**config.mk**
```make
export PLATFORM = sky130hd
export DESIGN_NAME = pipelined_cla_addsub
export DESIGN_NICKNAME = d
export VERILOG_FILES = /design/src/rtl/cla_pkg.sv /design/src/rtl/cla_group.sv /design/src/rtl/pipelined_cla_addsub.sv
export SDC_FILE = /design/constraint.sdc
export NUM_CORES = 1
export LEC_CHECK = 0
export CORE_ASPECT_RATIO = 1.5
export CORE_MARGIN = 3
export CORE_UTILIZATION = 35
export CTS_CLUSTER_SIZE = 8
export DETAILED_ROUTE_END_ITERATION = 7
export GPL_TIMING_DRIVEN = 0
export PLACE_DENSITY = 0.59
export SYNTH_ARGS = -nofsm -noshare
export SYNTH_HDL_FRONTEND = slang
export SYNTH_SLANG_ARGS = --single-unit
```
**constraint.sdc**
```tcl
create_clock -name clk -period 4.9 [get_ports clk]
set_clock_uncertainty 0.2 [all_clocks]
set_input_delay 1.47 -clock clk [delete_from_list [all_inputs] [get_ports clk]]
set_output_delay 1.47 -clock clk [all_outputs]
set_load 0.1 [all_outputs]
```
**src/rtl/cla_pkg.sv**
```systemverilog
// Shared definitions for the pipelined carry-lookahead adder/subtractor:
// mode encoding and the group-count helpers used at elaboration.
package cla_pkg;

  localparam logic MODE_ADD = 1'b0;
  localparam logic MODE_SUB = 1'b1;

  function automatic int num_groups(input int width, input int group_w);
    return width / group_w;
  endfunction

  function automatic bit width_ok(input int width, input int group_w);
    return (group_w > 0) && (width >= group_w) && ((width % group_w) == 0);
  endfunction

endpackage

```
**src/rtl/cla_group.sv**
```systemverilog
// One GROUP_W-bit carry-lookahead slice; every carry is a flat function of
// the group's generate/propagate terms and cin, with no ripple through c[i].
module cla_group #(
  parameter int GROUP_W = 4
) (
  input  logic [GROUP_W-1:0] a,
  input  logic [GROUP_W-1:0] b,
  input  logic               cin,
  output logic [GROUP_W-1:0] sum,
  output logic               cout,
  output logic               c_msb
);

  logic [GROUP_W-1:0] p;
  logic [GROUP_W-1:0] g;
  logic [GROUP_W:0]   c;

  always_comb begin
    p    = a ^ b;
    g    = a & b;
    c    = '0;
    c[0] = cin;
    // c[i+1] = g[i] | p[i]g[i-1] | ... | p[i..0]cin, expanded per bit
    for (int i = 0; i < GROUP_W; i++) begin
      c[i+1] = cin;
      for (int j = 0; j <= i; j++) begin
        c[i+1] = (c[i+1] & p[j]) | g[j];
      end
    end
  end

  assign sum   = p ^ c[GROUP_W-1:0];
  assign cout  = c[GROUP_W];
  assign c_msb = c[GROUP_W-1];

endmodule

```
**src/rtl/pipelined_cla_addsub.sv**
```systemverilog
// Pipelined add/subtract: one lookahead group resolved per stage, registered
// inter-group carries, valid/ready stream with a global stall.
module pipelined_cla_addsub
  import cla_pkg::*;
#(
  parameter int WIDTH   = 8,
  parameter int GROUP_W = 4
) (
  input  logic             clk,
  input  logic             rst,
  input  logic             i_valid,
  output logic             i_ready,
  input  logic [WIDTH-1:0] i_add1,
  input  logic [WIDTH-1:0] i_add2,
  input  logic             i_sub,
  input  logic             i_cin,
  output logic             o_valid,
  input  logic             o_ready,
  output logic [WIDTH:0]   o_result,
  output logic             o_overflow
);

  localparam int NG = num_groups(WIDTH, GROUP_W);

  if (!width_ok(WIDTH, GROUP_W)) begin : g_bad_width
    $error("WIDTH must be a non-zero multiple of GROUP_W");
  end

  logic             en;
  logic             accept;
  logic [WIDTH-1:0] bx0;
  logic             c0;

  assign en      = !o_valid || o_ready;
  assign i_ready = en && rst;
  assign accept  = i_valid && i_ready;
  assign bx0     = i_add2 ^ {WIDTH{i_sub == MODE_SUB}};
  assign c0      = i_cin ^ i_sub;

  // Stage k holds: res_q = sums of groups 0..k, operand A above that;
  // bx_q = the still-unresolved upper groups of B (absent in the last stage).
  for (genvar k = 0; k < NG; k++) begin : g_stage
    localparam int BW_IN = WIDTH - k * GROUP_W;

    logic [WIDTH-1:0]   res_in;
    logic [BW_IN-1:0]   bx_in;
    logic               carry_in;
    logic               valid_in;
    logic [GROUP_W-1:0] grp_sum;
    logic               grp_cout;
    logic               grp_cmsb;
    logic [WIDTH-1:0]   res_nxt;
    logic [WIDTH-1:0]   res_q;
    logic               carry_q;
    logic               valid_q;

    if (k == 0) begin : g_src
      assign res_in   = i_add1;
      assign bx_in    = bx0;
      assign carry_in = c0;
      assign valid_in = accept;
    end else begin : g_src
      assign res_in   = g_stage[k-1].res_q;
      assign bx_in    = g_stage[k-1].g_bx.bx_q;
      assign carry_in = g_stage[k-1].carry_q;
      assign valid_in = g_stage[k-1].valid_q;
    end

    cla_group #(.GROUP_W(GROUP_W)) u_group (
      .a     (res_in[k*GROUP_W +: GROUP_W]),
      .b     (bx_in[GROUP_W-1:0]),
      .cin   (carry_in),
      .sum   (grp_sum),
      .cout  (grp_cout),
      .c_msb (grp_cmsb)
    );

    always_comb begin
      // NOTE: assign the whole vector before patching one slice, so every bit is driven on every path and no latch is inferred.
      res_nxt                         = res_in;
      res_nxt[k*GROUP_W +: GROUP_W]   = grp_sum;
    end

    // NOTE: stage registers use non-blocking assignments so every stage samples the previous stage's old value on the same edge.
    always_ff @(posedge clk) begin
      // NOTE: data registers are cleared too, because o_result must read 0 after reset, not just o_valid.
      if (!rst) begin
        valid_q <= 1'b0;
        res_q   <= '0;
        carry_q <= 1'b0;
      end else if (en) begin
        valid_q <= valid_in;
        res_q   <= res_nxt;
        carry_q <= grp_cout;
      end
    end

    if (k < NG - 1) begin : g_bx
      logic [BW_IN-GROUP_W-1:0] bx_q;
      logic                     unused_c_msb;

      assign unused_c_msb = grp_cmsb;

      always_ff @(posedge clk) begin
        if (!rst) begin
          bx_q <= '0;
        end else if (en) begin
          bx_q <= bx_in[BW_IN-1:GROUP_W];
        end
      end
    end else begin : g_ovf
      // Overflow is only meaningful in the group holding the sign bit.
      logic ovf_q;

      always_ff @(posedge clk) begin
        if (!rst) begin
          ovf_q <= 1'b0;
        end else if (en) begin
          ovf_q <= grp_cout ^ grp_cmsb;
        end
      end
    end
  end

  assign o_valid    = g_stage[NG-1].valid_q;
  assign o_result   = {g_stage[NG-1].carry_q, g_stage[NG-1].res_q};
  assign o_overflow = g_stage[NG-1].g_ovf.ovf_q;

endmodule
```
==> impl_results.md, run 1 <==
- Total vias in the final route: approximately 940
- Residual overflow from global routing: 0
- Minimum clock period after layout: ~4.5 ns
- Proportion of netlist area held by the largest area contributor: 0.412
- Number of warnings reported in the yosys synthesis log: 0
- Sort of element at the end of the critical path: output pin
- Clk slew on worst S/H paths: 0.08 ns
- Synthesized net count: roughly 160
- Total Negative Setup Slacks: 0 ns
- Worst R2R Path Depth: 7
- Total global-route track usage: 0.123
- DRT met1 WL: around 950 µm
- Longest individual stage delay on the worst path: approximately 0.47 ns
- Capture endpoint of the worst hold path: g_stage[1].res_q[4]
- Remaining DRCs: 0
- Via count of the first global-routing pass: 956
- Clock buffers created by TritonCTS: 3
- Clock Path Buffers: 2
- Post-synthesis cell area: approximately 0.0012 mm²
- Routed wirelength normalized by instance count: ~11 µm
- Count of endpoints failing hold in the final timing report: 0
- Max-Slew Margin vs Limit: 0.350
- R2r startpoint: g_stage[0].res_q[4]
- Initial cell density of the core: 0.373
- PortBufs: 32
- Detailed route wirelength on metal2: about 1200 µm
- Synth area leaders: sky130_fd_sc_hd__dfxtp_1 (41%), sky130_fd_sc_hd__fa_1 (13%), sky130_fd_sc_hd__nand2_1 (11%)
- Pins Over Slew Limit: 0
- DP HPWL: 1850 µm
- Most area-hungry cell type in the Yosys netlist: sky130_fd_sc_hd__dfxtp_1
- Hold Worst Slack: between 0.2 and 0.3 ns
- Instance count along the most critical hold path: 2
- Endpoint of the most critical register-to-register path: g_stage[1].res_q[7]
- TritonCTS clock tree: done
- Type of the setup path with the least slack: in2out
- Fraction of the core area covered by cells at the end of the flow: 0.499
- Power per cell area: 330 mW/mm²
- Peak supply drop: around 0.00016 V
- Critical path data arrival time: between 2 and 3 ns
- Met3 Routed Length: around 120 µm
- Share of final-layout standard cells stronger than drive strength 1: 0.0807
- Final number of setup-violating endpoints: 0
- Setup repair after global routing missed its margin: no
- Max frequency: 0.223 GHz
- Sinks on the clock net: 25
- Area of the core region: 0.00325 mm²
- Final Power: around 0.00054 W
- Number of max-cap violations: 0
- Sequential cell area: around 500 µm²
- CP max stage cell: sky130_fd_sc_hd__clkdlybuf4s50_1
- First-pass GRT wire length: 4010 µm
- Maximum number of pins on one net before global-route repair: 14
- Fill cell count: roughly 350
- Ports: 34
- Synthesized netlist cell count: roughly 130
- Post-synthesis sequential area ratio: 0.412
- Number of synthesized flops with an enable pin: 0
- Multi-input gate area: 609 µm²
- Number of distinct library cell variants in the gate-level netlist after synthesis: 20
- Outcome: completed
- Worst setup slack after placement: -0.257 ns
- Kind of start point of the critical path: input port
- Transition time at the pin with the least slew margin: around 0.97 ns
- Leakage power figure: about 0.7 nW
- Antenna violations before repair: 0
- CP required: between 3 and 4 ns
- Post-route setup slack: roughly 0.42 ns
- Top library cells by usage in the layout, fill and taps aside: sky130_fd_sc_hd__nand2_1 (34), sky130_fd_sc_hd__clkdlybuf4s50_1 (31), sky130_fd_sc_hd__dfxtp_1 (25)
- Routability Congestion: 0.697
- Antenna Nets Post-Route: 0
- Routed Wire Length: 2290 µm
- Critical Path Fanout Max: 7
- Post-synth top flop: sky130_fd_sc_hd__dfxtp_1
- Row count: 25
- Clk_lat worst skew: 0.26 ns
- R2r setup slk: 2.34 ns
- Die boundary height: around 80 µm
- Drt pass-1 iters: 4
- Fin crit share: 0.913
- Die Outline Area: about 0.0042 mm²
- Ant diodes: 0
- Total Nets Final: approximately 190
- Floorplan die width: around 54 µm
- Per-cell via count in the routed design: around 4.7
- Number of storage elements in the synthesis netlist: 25
- Initial DRC count: 15
- Mean post-synth cell area: around 9.7 µm²
- Number of levels the H-tree was split into: 1
- Worst Hold Class: reg2reg
- Count of hold buffers inserted by post-cts repair: 0
- Share of async-settable or async-resettable flops after synthesis: 0
- Cell-by-cell listing of the critical path: clkdlybuf4s50_1, nand2b_1, buf_6, and2_1, clkbuf_2
- Hold path startpoint: g_stage[1].res_q[4]
- Highest routed layer: met4
- Clock root buffer master: sky130_fd_sc_hd__clkbuf_8
- Area Growth Syn to Fin: 33.8%
- Most common library cell in the layout ignoring fill and taps: sky130_fd_sc_hd__nand2_1
[stage by stage]
step,std cells,instance area (µm²)
2_1_floorplan,125,1210
3_3_place_gp,197,1580
3_5_place_dp,197,1580
4_1_cts,201,1630
5_1_grt,201,1620
6_report,201,1620
[layout make-up]
class / instances / share of cell area
Timing Repair Buffer: 32 / 0.194
Inverter: 7 / 0.0162
Buffer: 9 / 0.0478
Clock buffer: 4 / 0.0277
Tap cell: 40 / 0.0308
Multi-Input combinational cell: 84 / 0.375
Sequential cell: 25 / 0.308
[where the power goes]
group	internal, W	leakage (nW)	switching (W)	total [W]
Sequential	0.000225	0.207	0.0000123	0.000238
Combinational	0.0000652	0.460	0.000116	0.000181
Clock	0.0000580	0.0228	0.0000596	0.000118
[synth_stat cells, drive strengths merged (4+ instances only)]
master  instances
xnor2           9
nand2          34
fa              8
inv             7
o211a           5
o21ai           4
buf             8
a21boi         14
a21oi           4
dfxtp          25
[metal layers]
| metal | vias to the layer above | GRT usage |
|---|---|---|
| met1 | 437 | 0.146 |
| met2 | 24 | 0.212 |
| met5 | - | 0 |
| met3 | 4 | 0.0190 |
| li1 | 471 | - |
| met4 | 0 | 0.0499 |
[sequential cells by signal, indices dropped and copies added (netlist names)]
signal             count
g_stage.carry_q        2
g_stage.g_bx.bx_q      4
g_stage.res_q         16
g_stage.valid_q        1
o_overflow             1
o_valid                1
[kinds of logic after synthesis]
| logic type | synth area share |
|---|---|
| buffers and inverters | 0.0856 |
| AO/OA/AOI/OAI | 0.174 |
| XOR/XNOR | 0.0722 |
| flip-flops | 0.412 |
| adder cells (fa/ha/maj) | 0.132 |
| AND/OR/NAND/NOR | 0.124 |
[worst max-delay path by stage]
stage / start / endpoint / cells past startpoint
final: o_ready / i_ready / 5
after global routing: o_ready / i_ready / 5
after CTS: o_ready / i_ready / 5
after detailed placement: o_ready / i_ready / 5
after global placement: o_ready / i_ready / 5
after floorplan: o_ready / i_ready / 3
[repair_timing]
item,in CTS,in global routing
setup buffers,0,0
resized for setup,1,2
endpoints found under the setup margin,1,1
endpoints found under the hold margin,0,0
[worst max-delay path: cells and delay by family]
family / cells / cell delay, ns
buf+inv: 3 / 1.06
simple gates: 2 / 0.27
Power figures use the tool's default switching activity.
==> run 2: changes to the inputs <==
Settings changed: CORE_MARGIN 3 to 2, MAX_ROUTING_LAYER from default to met4.
==> run 2 against run 1 <==
Sequential cell count unchanged. Clock power barely moved. Worst hold slack improved by 0.0046 ns. Critical path depth is the same. Power is 0.85% higher. Setup slack got worse by 0.35 ns. Die area shrank 6.2%. Sequential power about the same. Fmax down 7.2%. Via count down 3.7%. Cell count increased by 1.0%. Non-clock buffer count unchanged. Critical endpoint unchanged. Largest cell class unchanged. Largest power group unchanged. Highest routed layer unchanged.
==> impl_results.md, run 2 (synthesized netlist as in run 1, its figures left out) <==
- Flip-flop count of the largest register after layout: 16
- Area Growth Syn to Fin: 34.4%
- Worst Hold Class: reg2reg
- Type of the setup path with the least slack: in2out
- Sequential Power Share: 0.439
- Routed Wire Length: 2260 µm
- Count of hold buffers inserted by post-cts repair: 0
- Endpoint of the most critical register-to-register path: g_stage[1].res_q[7]
- Clk slew on worst S/H paths: approximately 0.08 ns
- Drt pass-1 iters: 4
- Post-detailed-placement cell area: 0.00159 mm²
- First-pass GRT wire length: 3920 µm
- Outcome: completed
- Setup repair after global routing missed its margin: no
- Number of levels the H-tree was split into: 1
- Max frequency: a little over 0.2 GHz
- Number of standard cells in the final layout excluding fillers: 203
- DP HPWL: about 1800 µm
- Count of endpoints failing hold in the final timing report: 0
- Clock buffers created by TritonCTS: 3
- CP required: around 3.2 ns
- Max-Slew Margin vs Limit: 0.353
- Transition time at the pin with the least slew margin: 0.967 ns
- Top library cells by usage in the layout, fill and taps aside: sky130_fd_sc_hd__nand2_1 (34), sky130_fd_sc_hd__clkdlybuf4s50_1 (31), sky130_fd_sc_hd__dfxtp_1 (25)
- Final number of setup-violating endpoints: 0
- Minimum clock period after layout: 4.82 ns
- R2r setup slk: about 2.4 ns
- Register ranked first by flip-flop count: g_stage.res_q
- Remaining DRCs: 0
- Combinational fraction of design power: 0.338
- Cell Int Power: ~0.00035 W
- Worst R2R Path Depth: 7
- Registers with the highest flip-flop counts: g_stage.res_q x16, g_stage.g_bx.bx_q x4, g_stage.carry_q x2
- Total global-route track usage: 0.131
- Kind of start point of the critical path: input port
- Last element of the critical path: i_ready
- Via count of the first global-routing pass: just over 900
- Clock Path Buffers: 2
- Leakage power figure: around 0.69 nW
- Sinks on the clock net: 25
- Final Cell Area: 0.00163 mm²
- Antenna violations before repair: 0
- Origin of the worst setup path: o_ready
- Number of max-cap violations: 0
- Cell-by-cell listing of the critical path: clkdlybuf4s50_1, nand2b_1, buf_6, and2_1, clkdlybuf4s15_1
- Power per cell area: approximately 330 mW/mm²
- Total Nets Final: ~190
- Clk pwr share: 0.223
- Residual overflow from global routing: 0
- Cells after DPL: between 150 and 200
- Maximum number of pins on one net before global-route repair: 14
- Ports: 34
- Floorplan die width: around 52 µm
- Share of final-layout standard cells stronger than drive strength 1: 0.0745
- Sort of element at the end of the critical path: output pin
- Critical Path Fanout Max: 7
- Initial cell density of the core: 0.362
- Clock root buffer master: sky130_fd_sc_hd__clkbuf_8
- Antenna Nets Post-Route: 0
- Total Negative Setup Slacks: 0 ns
- Critical path data arrival time: around 3.2 ns
- Fin crit share: 0.984
- Hold Worst Slack: 0.255 ns
- Ant diodes: 0
- PortBufs: 32
- Net switching component of the power: around 0.00019 W
- Initial DRC count: 7
- Longest individual stage delay on the worst path: between 0.8 and 0.9 ns
- Area of the core region: ~0.0034 mm²
- Routed wirelength normalized by instance count: around 11 µm
- Row count: 26
- Most common library cell in the layout ignoring fill and taps: sky130_fd_sc_hd__nand2_1
- Die boundary height: roughly 76 µm
- Per-cell via count in the routed design: between 4 and 5
- CP max stage cell: sky130_fd_sc_hd__clkdlybuf4s15_1
- Pins Over Slew Limit: 0
- Routability Congestion: between 0.7 and 0.8
- Fill cell count: about 340
- Clk_lat worst skew: roughly 0.26 ns
- Final Power: roughly 0.00054 W
- Peak supply drop: between 0.00015 and 0.0002 V
- Total vias in the final route: between 900 and 1k
- R2r startpoint: g_stage[0].res_q[4]
- TritonCTS clock tree: done
- Switching share of power: 0.354
- Die Outline Area: approximately 0.0040 mm²
## run 2: repair_timing
action / in CTS / in global routing
endpoints found under the hold margin: 0 / 0
cloned: 0 / 0
setup buffers: 0 / 0
setup endpoints to repair: 1 / 1
resized for setup: 1 / 1
## run 2: metal layers
layer,global-route usage,vias to the layer above,part of all wire
li1,-,471,-
met1,0.155,412,0.44
met2,0.215,16,0.52
met3,0.0118,2,0.031
met4,0.0632,0,0.011
met5,-,-,0
## run 2: power groups by stage
stage	Sequential, W	Combinational, W	Clock (W)
floorplan	0.000307	0.0000670	0
global placement	0.000242	0.000181	0
detailed placement	0.000243	0.000184	0
CTS	0.000238	0.000184	0.000124
global route	0.000241	0.000197	0.000131
finish	0.000238	0.000183	0.000121
## run 2: area by class of cell
| type | count | area (µm²) | share of cell area |
|---|---|---|---|
| Multi-Input combinational cell | 84 | 609 | 0.373 |
| Sequential cell | 25 | 500 | 0.307 |
| Timing Repair Buffer | 32 | 320 | 0.196 |
| Buffer | 9 | 77.6 | 0.0475 |
| Tap cell | 42 | 52.6 | 0.0322 |
| Clock buffer | 4 | 45.0 | 0.0276 |
| Inverter | 7 | 26.3 | 0.0161 |
## run 2: worst min path at each step
stage / startpoint / endpoint / slack [ns] / cells past startpoint
global placement: g_stage[1].res_q[4] / g_stage[1].res_q[4] / 0.24 / 2
finish: g_stage[1].res_q[6] / g_stage[1].res_q[6] / 0.26 / 2
global route: g_stage[1].res_q[5] / g_stage[1].res_q[5] / 0.28 / 2
floorplan: g_stage[0].res_q[3] / g_stage[0].res_q[3] / 0.23 / 2
CTS: g_stage[1].res_q[5] / g_stage[1].res_q[5] / 0.26 / 2
detailed placement: g_stage[0].res_q[3] / g_stage[1].res_q[3] / 0.25 / 2
## run 2: critical path: cells and delay by family
kind / cells / cell delay, ns
buf+inv: 3 / 1.42
simple gates: 2 / 0.26
## run 2: metrics by stage
stage / setup WS [ns] / util
floorplan: 0.755 / -
global placement: -0.229 / 0.473
detailed placement: -0.234 / 0.473
CTS: 0.0346 / 0.487
global route: 0.00481 / 0.487
finish: 0.0780 / 0.487
==> run 3: changes to the inputs <==
Settings changed: CAP_MARGIN from default to 20.
Clock period 4.9 ns to 6.2 ns, I/O delays scaled along.
==> run 3 against run 2 <==
Sequential power is 21% lower. Wire length stayed put. Die area unchanged. Count of clock-buffer cells in the layout unchanged. Register-to-register slack improved by 1.3 ns. Combinational power fell by 21%. Via count stayed put.
==> impl_results.md, run 3 (synthesized netlist as in run 1, its figures left out) <==
- Ports: 34
- Area of the core region: ~0.0034 mm²
- Clock Path Buffers: 2
- Critical path data arrival time: around 3.9 ns
- Hold path startpoint: g_stage[1].res_q[6]
- Number of levels the H-tree was split into: 1
- CTS resizes: 0
- Row count: 26
- Top library cells by usage in the layout, fill and taps aside: sky130_fd_sc_hd__nand2_1 (34), sky130_fd_sc_hd__clkdlybuf4s50_1 (32), sky130_fd_sc_hd__dfxtp_1 (25)
- Antenna violations before repair: 0
- First-pass GRT wire length: between 3000 and 4000 µm
- Initial cell density of the core: 0.362
- Final Cell Area: around 0.0016 mm²
- Count of endpoints failing hold in the final timing report: 0
- Transition time at the pin with the least slew margin: between 0.9 and 1 ns
- Sequential cell area: 500 µm²
- Post-detailed-placement cell area: approximately 0.0016 mm²
- Cells after DPL: between 150 and 200
- Instance count along the most critical hold path: 2
- Share of final-layout standard cells stronger than drive strength 1: 0.0745
- Die boundary height: about 76 µm
- Setup repair after global routing missed its margin: no
- Origin of the worst setup path: o_ready
- DP HPWL: around 1800 µm
- Max-Slew Margin vs Limit: 0.353
- CP required: between 4 and 5 ns
- Cell Int Power: between 0.0002 and 0.0003 W
- Registers with the highest flip-flop counts: g_stage.res_q x16, g_stage.g_bx.bx_q x4, g_stage.carry_q x2
- Ant diodes: 0
- Flip-flop count of the largest register after layout: 16
- Final Power: ~0.00043 W
- Sinks on the clock net: 25
- Cell-by-cell listing of the critical path: clkdlybuf4s50_1, nand2b_1, buf_6, and2_1, clkdlybuf4s50_1
- Combinational fraction of design power: 0.338
- R2r startpoint: g_stage[0].res_q[4]
- Longest individual stage delay on the worst path: approximately 1.1 ns
- Residual overflow from global routing: 0
- Count of hold buffers inserted by post-cts repair: 0
- Cell repeated most along the worst path: sky130_fd_sc_hd__clkdlybuf4s50_1
- Worst Hold Class: reg2reg
- Final number of setup-violating endpoints: 0
- Sequential Power Share: 0.439
- Sort of element at the end of the critical path: output pin
- Power per cell area: 262 mW/mm²
- Type of the setup path with the least slack: in2out
- Number of max-cap violations: 0
- Antenna Nets Post-Route: 0
- Minimum clock period after layout: approximately 5.9 ns
- Endpoint of the most critical register-to-register path: g_stage[1].res_q[7]
- Routed Wire Length: ~2300 µm
- Fill cell count: 335
- CP max stage cell: sky130_fd_sc_hd__clkdlybuf4s50_1
- Critical Path Fanout Max: 7
- Total Negative Setup Slacks: 0 ns
- Maximum number of pins on one net before global-route repair: 14
- Via count of the first global-routing pass: about 910
- Clock root buffer master: sky130_fd_sc_hd__clkbuf_8
- Fin crit share: 0.953
- Worst R2R Path Depth: 7
- Max frequency: around 0.17 GHz
- Per-cell via count in the routed design: roughly 4.4
- Clk_lat worst skew: ~0.26 ns
- Leakage power figure: between 0.6 and 0.7 nW
- Peak supply drop: 0.000128 V
- Routed wirelength normalized by instance count: approximately 11 µm
- Number of post-CTS setup repair buffers: 0
- Total Nets Final: 192
- Total global-route track usage: 0.131
- Register ranked first by flip-flop count: g_stage.res_q
- Floorplan die width: 52.1 µm
- R2r setup slk: 3.68 ns
- Initial DRC count: 7
- Most common library cell in the layout ignoring fill and taps: sky130_fd_sc_hd__nand2_1
- Capture endpoint of the worst hold path: g_stage[1].res_q[6]
- Routability Congestion: approximately 0.73
- Area Growth Syn to Fin: 34.4%
- Total vias in the final route: 901
- Number of standard cells in the final layout excluding fillers: a little over 200
- Multi-input gate area: around 600 µm²
- Clk slew on worst S/H paths: 0.08 ns
- Clock buffers created by TritonCTS: 3
- Die Outline Area: 0.00396 mm²
- TritonCTS clock tree: done
- Net switching component of the power: 0.000152 W
- Remaining DRCs: 0
- Drt pass-1 iters: 4
- Clk pwr share: 0.223
- PortBufs: 32
- Switching share of power: 0.354
- Pins Over Slew Limit: 0
- Outcome: completed
- Kind of start point of the critical path: input port
run 3: worst max-delay path: cells and delay by family:
kind	cells	cell delay [ns]
buf+inv	3	1.73
simple gates	2	0.26
run 3: area by class of cell:
type,count,share of cell area
inverter,7,0.0161
multi-input combinational,84,0.373
sequential,25,0.307
tap,42,0.0322
buffer,9,0.0475
clock buffer,4,0.0276
timing repair buffer,32,0.196
run 3: layer usage:
metal | track usage | share of wire | up-vias
met3 | 0.0118 | 0.031 | 2
met5 | - | 0 | -
li1 | - | - | 471
met4 | 0.0632 | 0.011 | 0
met2 | 0.215 | 0.52 | 16
met1 | 0.155 | 0.44 | 412
run 3: worst max path at each step:
stage | endpoint | slack, ns
finish | i_ready | 0.29
global route | i_ready | 0.22
global placement | i_ready | 0.29
floorplan | i_ready | 1.27
detailed placement | i_ready | 0.29
CTS | i_ready | 0.27
run 3: through the flow:
| step | utilization | setup WS (ns) | hold slack [ns] |
|---|---|---|---|
| floorplan | - | 1.27 | 0.231 |
| global placement | 0.473 | 0.291 | 0.238 |
| detailed placement | 0.473 | 0.286 | 0.249 |
| CTS | 0.487 | 0.273 | 0.260 |
| global route | 0.487 | 0.216 | 0.277 |
| finish | 0.487 | 0.289 | 0.255 |
run 3: power groups by stage:
stage	logic (W)	clock network (W)	registers (W)
5_1_grt	0.000156	0.000103	0.000191
3_3_place_gp	0.000143	0	0.000191
6_report	0.000145	0.0000955	0.000188
3_5_place_dp	0.000145	0	0.000192
2_1_floorplan	0.0000530	0	0.000243
4_1_cts	0.000146	0.0000978	0.000188
